===== src/rtl/fifo_pkg.sv =====
// Shared sizing helpers for the synchronous FIFO family.
// Latency: n/a (compile-time functions only).
// Backpressure: n/a.
package fifo_pkg;

   // Occupancy counter must hold 0..depth inclusive.
   function automatic int count_width(input int depth);
      return $clog2(depth) + 1;
   endfunction

   // Read/write pointers index 0..depth-1.
   function automatic int ptr_width(input int depth);
      return $clog2(depth);
   endfunction

endpackage


===== src/rtl/fifo_sync_if.sv =====
// Valid/ready word channel between same-clock FIFO stages.
// Latency: n/a (wires only).
// Backpressure: enable is held by the master until ready is seen on an edge.
interface fifo_sync_if #(
   parameter int width = 8
);
   logic [width-1:0] data;
   logic             enable;
   logic             ready;

   // Producer side of the channel.
   modport master (output data, output enable, input ready);
   // Consumer side of the channel.
   modport slave  (input data, input enable, output ready);
endinterface


===== src/rtl/fifo_ram.sv =====
// Dual-port storage array: synchronous write, asynchronous read.
// Latency: write visible on the read port after the writing edge; read is combinational.
// Backpressure: none; the caller gates we_i.
module fifo_ram
   import fifo_pkg::*;
#(
   parameter  int width = 8,
   parameter  int depth = 16,
   localparam int PW    = ptr_width(depth)
) (
   input  logic             clk_i,
   input  logic             we_i,
   input  logic [PW-1:0]    waddr_i,
   input  logic [width-1:0] wdata_i,
   input  logic [PW-1:0]    raddr_i,
   output logic [width-1:0] rdata_o
);

   logic [width-1:0] mem_q [depth];

   // Contents are deliberately not reset; only the pointers define validity.
   always_ff @(posedge clk_i) begin
      if (we_i) begin
         mem_q[waddr_i] <= wdata_i;
      end
   end

   assign rdata_o = mem_q[raddr_i];

endmodule


===== src/rtl/fifo_sync.sv =====
// Single-clock first-word-fall-through FIFO with occupancy count. Optional macro: FIFO_SYNC_CHECK_EN.
// Latency: a word pushed on edge N is presented on out_if after edge N (1 cycle).
// Backpressure: in_if.ready drops at count==depth (no full bypass); flags depend on registered state only.
module fifo_sync
   import fifo_pkg::*;
#(
   parameter  int width = 8,
   parameter  int depth = 16,
   localparam int PW    = ptr_width(depth),
   localparam int CW    = count_width(depth)
) (
   input  logic                 clk_i,
   input  logic                 rst_ni,
   fifo_sync_if.slave           in_if,
   fifo_sync_if.master          out_if,
   output logic [CW-1:0]        count_o
);

   localparam logic [PW-1:0] LAST_PTR = PW'(depth - 1);
   localparam logic [CW-1:0] FULL_CNT = CW'(depth);

   logic [PW-1:0] wr_ptr_q, wr_ptr_d;
   logic [PW-1:0] rd_ptr_q, rd_ptr_d;
   logic [CW-1:0] count_q,  count_d;
   logic          in_rdy;
   logic          out_vld;
   logic          push;
   logic          pop;

   // Ready is forced low while reset is held, even though count is already 0.
   assign in_rdy  = rst_ni && (count_q != FULL_CNT);
   assign out_vld = (count_q != '0);

   // Handshake decode and next-state for pointers and occupancy.
   always_comb begin
      push     = in_if.enable && in_rdy;
      pop      = out_if.ready && out_vld;
      wr_ptr_d = wr_ptr_q;
      rd_ptr_d = rd_ptr_q;
      count_d  = count_q;
      if (push) begin
         wr_ptr_d = (wr_ptr_q == LAST_PTR) ? '0 : wr_ptr_q + 1'b1;
      end
      if (pop) begin
         rd_ptr_d = (rd_ptr_q == LAST_PTR) ? '0 : rd_ptr_q + 1'b1;
      end
      if (push && !pop) begin
         count_d = count_q + 1'b1;
      end else if (pop && !push) begin
         count_d = count_q - 1'b1;
      end
   end

   // Pointer and occupancy registers, cleared asynchronously.
   always_ff @(posedge clk_i or negedge rst_ni) begin
      if (!rst_ni) begin
         wr_ptr_q <= '0;
         rd_ptr_q <= '0;
         count_q  <= '0;
      end else begin
         wr_ptr_q <= wr_ptr_d;
         rd_ptr_q <= rd_ptr_d;
         count_q  <= count_d;
      end
   end

   fifo_ram #(
      .width (width),
      .depth (depth)
   ) u_ram (
      .clk_i   (clk_i),
      .we_i    (push),
      .waddr_i (wr_ptr_q),
      .wdata_i (in_if.data),
      .raddr_i (rd_ptr_q),
      .rdata_o (out_if.data)
   );

   assign in_if.ready   = in_rdy;
   assign out_if.enable = out_vld;
   assign count_o       = count_q;

`ifdef FIFO_SYNC_CHECK_EN
   // Report dropped writes and any occupancy/pointer inconsistency.
   always_ff @(posedge clk_i) begin
      if (rst_ni) begin
         if (in_if.enable && !in_rdy) begin
            $display("%t %m: write while full, word dropped", $time);
         end
         if (count_q > FULL_CNT) begin
            $error("%m: count %0d exceeds depth %0d", count_q, depth);
         end
         if (((int'(wr_ptr_q) - int'(rd_ptr_q) + depth) % depth) != (int'(count_q) % depth)) begin
            $error("%m: count %0d disagrees with pointers wr=%0d rd=%0d", count_q, wr_ptr_q, rd_ptr_q);
         end
      end
   end
`endif

endmodule


===== src/flat_wrapper.sv =====
// flat-port wrapper written by rule: the top's interface ports become plain ports
module fifo_sync_flat import fifo_pkg::*;
#(
   parameter  int width = 8,
   parameter  int depth = 16,
   localparam int PW    = ptr_width(depth),
   localparam int CW    = count_width(depth)
)
  (clk_i, rst_ni, count_o, in_if_data, in_if_enable, in_if_ready, out_if_data, out_if_enable, out_if_ready);
  fifo_sync_if #(.width(width)) in_if_i ();
  fifo_sync_if #(.width(width)) out_if_i ();
  input  logic clk_i;
  input  logic rst_ni;
  output logic [CW-1:0] count_o;
  input wire logic [$bits(in_if_i.data)-1:0] in_if_data;
  input wire logic [$bits(in_if_i.enable)-1:0] in_if_enable;
  output wire logic [$bits(in_if_i.ready)-1:0] in_if_ready;
  output wire logic [$bits(out_if_i.data)-1:0] out_if_data;
  output wire logic [$bits(out_if_i.enable)-1:0] out_if_enable;
  input wire logic [$bits(out_if_i.ready)-1:0] out_if_ready;
  assign in_if_i.data = in_if_data;
  assign in_if_i.enable = in_if_enable;
  assign in_if_ready = in_if_i.ready;
  assign out_if_data = out_if_i.data;
  assign out_if_enable = out_if_i.enable;
  assign out_if_i.ready = out_if_ready;
  fifo_sync #(.width(width), .depth(depth)) u_core (.clk_i(clk_i), .rst_ni(rst_ni), .in_if(in_if_i), .out_if(out_if_i), .count_o(count_o));
endmodule

===== config.mk =====
export PLATFORM = sky130hd
export DESIGN_NAME = fifo_sync_flat
export DESIGN_NICKNAME = d
export VERILOG_FILES = /design/src/rtl/fifo_pkg.sv /design/src/rtl/fifo_sync_if.sv /design/src/rtl/fifo_ram.sv /design/src/rtl/fifo_sync.sv /design/src/flat_wrapper.sv
export SDC_FILE = /design/constraint.sdc
export NUM_CORES = 1
export LEC_CHECK = 0
export CORE_UTILIZATION = 55
export CTS_CLUSTER_DIAMETER = 80
export DETAILED_ROUTE_END_ITERATION = 10
export PLACE_DENSITY = 0.73
export SYNTH_ARGS = -nofsm -noshare
export SYNTH_HDL_FRONTEND = slang
export SYNTH_SLANG_ARGS = --single-unit

===== constraint.sdc =====
create_clock -name clk_i -period 8.15 [get_ports clk_i]
set_input_delay 1.63 -clock clk_i [delete_from_list [all_inputs] [get_ports clk_i]]
set_output_delay 1.63 -clock clk_i [all_outputs]
set_load 0.01 [all_outputs]

# Word-level counts from Yosys, hierarchy flattened
# Memories as Yosys holds them, arrays and structs flattened.
# Index checks and enable logic that the tools add are counted.
word_totals:
  register_bits: 13
  inputBits: 12
  ram_bits: 128
  memories: 1
  wordCells: 26
  output_inout_bits: 15
mem_list:
  columns: ["name", "depth", "width", "rd", "rd_clocked_by_memory_dff", "wr", "line_no", "source"]
  rows:
  - ["u_core.u_ram.mem_q", 16, 8, 1, 0, 1, "fifo_ram.sv:19", "logic [width-1:0] mem_q [depth];"]
op_classes:
  muxes: 6
  n_reduce_logical: 9
  addsub: 4
  n_eq_ne: 3
op_table:
  columns: ["op", "n"]
  rows:
  - ["5-bit two-way mux", 2]
  - ["4-bit by 1-bit adder with 4-bit output (second input constant)", 2]
  - ["4-bit equality test (second input constant)", 2]
  - ["4-bit two-way mux", 2]
  - ["5-bit by 1-bit adder with 5-bit output (second input constant)", 1]
  - ["1-bit logical AND", 5]
  - ["5-bit inequality test (second input constant)", 1]
  - ["5-bit nonzero test", 1]
  - ["5-bit by 1-bit subtractor with 5-bit output (second input constant)", 1]
  - ["1-bit logical NOT", 2]
  - ["1-bit two-way mux", 2]
  - ["2-bit nonzero test", 1]

# Longest topological paths before layout
# Gate-level depths: netlist (run 1).
depth:
  word_depth: 7
  mapped_depth: 10
  mapped_depth_nobuf: 10

# Hierarchy
# Synthesis (run 1) repeated with hierarchy kept, for this count alone.
unflattened:
  hier_cells: 285
  area_unflattened_um2: 5719.2
modules_own_cells:
  columns: ["mod", "area_per_inst_um2", "instances", "cells_each", "seq_area_each_um2"]
  rows:
  - ["fifo_ram", 4987.3, 1, 221, 3843.7]
  - ["fifo_sync", 732.0, 1, 64, 325.3]

# Worst setup path after synthesis (run 1)
# Ideal clock, no wire load.
synth_timing:
  kind: "in2out"
  start: "in rst_ni"
  end: "out in_if_ready"
  stages: 1
  slack_ns: 4.590
  t_required_ns: 6.520
  t_arrival_ns: 1.930
  path_buffers: 0
  cell_sequence: "a21boi_0"
synth_via:
  elab_chain_cells: 1
synth_rtl:
  columns: ["element", "line_no", "source"]
  rows:
  - ["start: declaration", "flat_wrapper.sv:13", "input logic rst_ni;"]
  - ["1-bit logical AND", "fifo_sync.sv:31", "assign in_rdy = rst_ni && (count_q != FULL_CNT);"]
  - ["end: declaration", "flat_wrapper.sv:17", "output wire logic [$bits(in_if_i.ready)-1:0] in_if_ready;"]
# Every way passes these cells.

# Worst setup path in the final report (run 1)
# Same ends and word-level chain as after synthesis.

==> metrics.cfg, run 1 <==
[outcome]
status=complete, no violations

[sta]
slew_headroom=0.387
min_period_ns=4.96
tns_ns=0
finalCritPeriodShare=0.608
tightestPinTransition_ns=0.920
setup_violations=0
setup_ws_ns=3.19
timing.fmax_mhz=202
hold_viol_final=0
fin_skew_ns=0.0104
rsz0062_at_grt=false
drv_slew=0

[synthesis]
synth_seq_cells=141
async_flop_share=0.0922
synth_ff_type=edfxtp_1
netlist_area_mm2=0.00578
avgSynthCellArea_um2=17.9
ys_seq_area_frac=0.722
synth_cells=323
synthDistinctLibCells=36
synth_edf_count=128
yosysWarnings=0
mappedNetlistNets=345

[route]
totalWireLength_mm=10.9
vias=2993
post-route-drc-count=0
firstDrtPassIters=6
wire_per_inst_um=21.6
ant_nets=0
drtIter0Drc=203
avgViaCountPerCell=5.94

[cts]
cts_resized=0
cts_tree=yes
clock-sinks=141
cts_max_level=4
clkTransAtPathRegs_ns=0.06
hold_buffers=0
postCtsSetupBuffers=0
insertion_delay_ns=0.52
cts_buffers=17
clockRootBuffer=clkbuf_8
cts_buffer_depth=2

[floorplanning]
die_w_um=104
chipHeight_um=104
io_pins=27
dieArea_mm2=0.0109
num_rows=37
core-area_mm2=0.0102
initial_core_util=0.565

[placement]
routabilityCongestion=0.734
place_ws_ns=3.15
numPortBuffers=26
dp_hpwl_mm=6.61

[worst_setup_path]
cp-start-kind=input port
endpoint_kind=primary output
critPathMaxFanout=15
r2r-end=u_core.count_o[4]
worstPathRequired_ns=6.52
critPathLaunch=rst_ni
worstRegToRegCells=9
arrival_ns=3.33
crit_path_end=in_if_ready
reg2reg_from=u_core.count_o[0]
path_class=in2out
r2r_setup_slack_ns=5.20

[global_routing]
grt_pass1_wl_mm=17.4
first_global_vias=3002
grt_usage=0.222
grt_max_degree=54
grt_overflow_total=0
antenna_found_initial=0

[final_layout]
nets=377
drive_gt1_frac=0.158
final_common_cell=edfxtp_1
area_growth_pct=17.4
nFillCells=684
multi_input_area_mm2=0.00152
antennaDiodeCount=0
final-seq-area_mm2=0.00417
layout_common_cells=edfxtp_1, mux2i_1, clkdlybuf4s50_1
final_core_util=0.662

[pwr]
max-vdd-ir-drop_mv=0.187
power_density_mw_per_mm2=361
p_leak_uw=0.00234

[flow_run]
drv_cap=0

[hold_path]
hold_class=reg2reg

## critical path: stages
cell             delay (ns)
clkdlybuf4s50_1        0.91
a21boi_0               0.23
clkdlybuf4s50_1        0.55
## metal layers
layer,up-vias,wire length [µm],track usage
li1,1365,-,-
met1,1534,4970,0.321
met2,85,5230,0.320
met3,9,554,0.0595
met4,0,119,0.0908
met5,-,0,0
## Yosys cell counts (all sizes together) (3+ instances only)
cell type  number  area (µm²)
xnor2           4        35.0
ha              9         113
a21o            4        30.0
nand3           3        15.0
o21ai          14        73.8
inv             6        22.5
buf             9        43.8
and2           17         106
edfxtp        128        3840
clkbuf          6        22.5
mux2i          33         330
nand2          14        52.6
a22oi           9        67.6
mux4           16         360
a221oi         16         140
dfrtp          13         325
## layout make-up
| type | instances | area share |
|---|---|---|
| Clock inverter | 15 | 0.0306 |
| Clock buffer | 17 | 0.0611 |
| Tap cell | 136 | 0.0251 |
| Sequential cell | 141 | 0.615 |
| Inverter | 6 | 0.00332 |
| Timing Repair Buffer | 28 | 0.0406 |
| Multi-Input combinational cell | 161 | 0.224 |
## registers in the layout, summed over array words and instances, names as in the netlist
name / flops
u_core.count_o: 5
u_core.rd_ptr_q: 4
u_core.u_ram.mem_q: 128
u_core.wr_ptr_q: 4
## report_power, final
group,total (µW),internal [µW],switching (µW)
Combinational,701,350,352
Clock,808,502,306
Sequential,937,852,85.2
Total,2450,1700,743
## kinds of logic after synthesis
group / after synthesis / share of synthesized area
flip-flops: 141 / 0.722
multiplexers: 51 / 0.123
AO/OA/AOI/OAI: 50 / 0.0652
AND/OR/NAND/NOR: 44 / 0.0420
buffers and inverters: 21 / 0.0154
adder cells (fa/ha/maj): 10 / 0.0230
XOR/XNOR: 6 / 0.00910
## how the worst min path moves through the flow
stage / startpoint / end / slack, ns / cells after the start
after CTS: u_core.count_o[2] / u_core.count_o[2] / 0.59 / 2
after detailed placement: u_core.count_o[2] / u_core.count_o[2] / 0.57 / 2
final: u_core.count_o[4] / u_core.count_o[4] / 0.58 / 1
after floorplan: u_core.wr_ptr_q[2] / u_core.wr_ptr_q[2] / 0.54 / 1
after global routing: u_core.count_o[4] / u_core.count_o[4] / 0.61 / 1
after global placement: u_core.count_o[4] / u_core.count_o[4] / 0.56 / 1
## stage by stage
step	std cells	hold WS, ns	cell area [µm²]	power, µW
after floorplan	323	0.536	5780	1400
after global placement	472	0.560	6160	1640
after detailed placement	472	0.573	6160	1660
after CTS	504	0.588	6780	2460
after global routing	504	0.613	6780	2560
final	504	0.580	6780	2450
Power figures use the tool's default switching activity.
==> run 2: changes to the inputs <==
- clock period: 8.15 -> 4.6 ns (I/O delays scaled with it)
==> run 2 against run 1 <==
Sequential power up 77%. Global-route usage up 0.76 points. Largest power group unchanged. Setup slack worse by 2.6 ns. Die area unchanged. Clock skew down 0.0042 ns. First-iteration DRC count up 20%. Cell area up 0.13%.
==> metrics.cfg, run 2 (synthesized netlist as in run 1, its figures left out) <==
[outcome]
status=complete, no violations

[sta]
slew_headroom=0.454
setup_violations=0
drv_slew=0
fin_skew_ns=0.00619
min_period_ns=3.97
rsz0062_at_grt=false
finalCritPeriodShare=0.862
tns_ns=0
tightestPinTransition_ns=0.818
hold_viol_final=0
timing.fmax_mhz=252

[flow_run]
drv_cap=0

[hold_path]
hold_class=reg2reg

[route]
firstDrtPassIters=5
avgViaCountPerCell=5.95
wire_per_inst_um=22.2
vias=3012
ant_nets=0
drtIter0Drc=243
totalWireLength_mm=11.2
post-route-drc-count=0

[floorplanning]
core-area_mm2=0.0102
initial_core_util=0.565
num_rows=37
chipHeight_um=104
io_pins=27
die_w_um=104
dieArea_mm2=0.0109

[final_layout]
layout_common_cells=edfxtp_1, mux2i_1, clkdlybuf4s50_1
largest_reg_flops=128
final_area_mm2=0.00679
drive_gt1_frac=0.154
top_register=u_core.u_ram.mem_q
final_common_cell=edfxtp_1
nets=381
antennaDiodeCount=0
area_growth_pct=17.5

[worst_setup_path]
crit_path_end=out_if_data[5]
critPathMaxFanout=18
worstRegToRegCells=9
path_class=reg2out
worstPathRequired_ns=3.68
cp-start-kind=register
endpoint_kind=primary output
r2r_setup_slack_ns=1.65
critPathLaunch=u_core.rd_ptr_q[2]
r2r-end=u_core.count_o[4]
arrival_ns=3.05
reg2reg_from=u_core.count_o[0]

[pwr]
max-vdd-ir-drop_mv=0.280
p_total_uw=4320
p_leak_uw=0.00235
power_density_mw_per_mm2=637

[cts]
cts_buffers=17
clkTransAtPathRegs_ns=0.06
cts_tree=yes
postCtsSetupBuffers=0
cts_buffer_depth=2
hold_buffers=0
clockRootBuffer=clkbuf_8
cts_resized=0
cts_max_level=4
insertion_delay_ns=0.52
clock-sinks=141

[placement]
place_area_mm2=0.00620
dp_hpwl_mm=7.10
routabilityCongestion=0.741
numPortBuffers=26

[global_routing]
grt_pass1_wl_mm=17.9
grt_max_degree=22
grt_usage=0.229
first_global_vias=3098
grt_overflow_total=0
antenna_found_initial=0

[run 2: cell type report]
cell class / instances / area, µm²
clock buffers: 17 / 414
clock inverters: 13 / 174
well taps: 136 / 170
fillers: 675 / 3440
flip-flops and latches: 141 / 4170
repair buffers: 32 / 318
inverters: 6 / 22.5
multi-input cells: 161 / 1520
[run 2: how the worst min path moves through the flow]
| stage | slack (ns) | cells past startpoint | from | to |
|---|---|---|---|---|
| 3_3_place_gp | 0.56 | 1 | u_core.count_o[4] | u_core.count_o[4] |
| 4_1_cts | 0.57 | 1 | u_core.count_o[4] | u_core.count_o[4] |
| 2_1_floorplan | 0.54 | 1 | u_core.wr_ptr_q[2] | u_core.wr_ptr_q[2] |
| 3_5_place_dp | 0.56 | 1 | u_core.count_o[4] | u_core.count_o[4] |
| 6_report | 0.57 | 1 | u_core.count_o[4] | u_core.count_o[4] |
| 5_1_grt | 0.61 | 1 | rst_ni | u_core.count_o[1] |
[run 2: worst max-delay path: stages, from the launching register on]
cell             delay [ns]
dfrtp_1                0.66
and2_1                 0.74
a221oi_1               0.26
a22oi_1                0.25
nand2_1                0.11
clkdlybuf4s50_1        0.49
[run 2: stage by stage]
stage                     hold slack, ns  std cells  setup slack (ns)  utilization
after CTS                          0.572        506             0.640        0.663
after floorplan                    0.536        323              1.91            -
after detailed placement           0.563        476              1.07        0.606
final                              0.574        506             0.633        0.663
after global routing               0.613        506             0.483        0.663
after global placement             0.565        476              1.18        0.606
[run 2: layer usage]
layer / global-route usage / vias to the layer above / part of all wire
li1: - / 1371 / -
met1: 0.319 / 1526 / 0.44
met2: 0.356 / 102 / 0.50
met3: 0.0495 / 13 / 0.057
met4: 0.0888 / 0 / 0.012
met5: 0 / - / 0
[run 2: where the power goes]
group          leakage [µW]  internal (µW)  switching [µW]
clock              0.000282            868             499
combinational      0.000756            643             652
sequential          0.00131           1510             148
total               0.00235           3020            1300
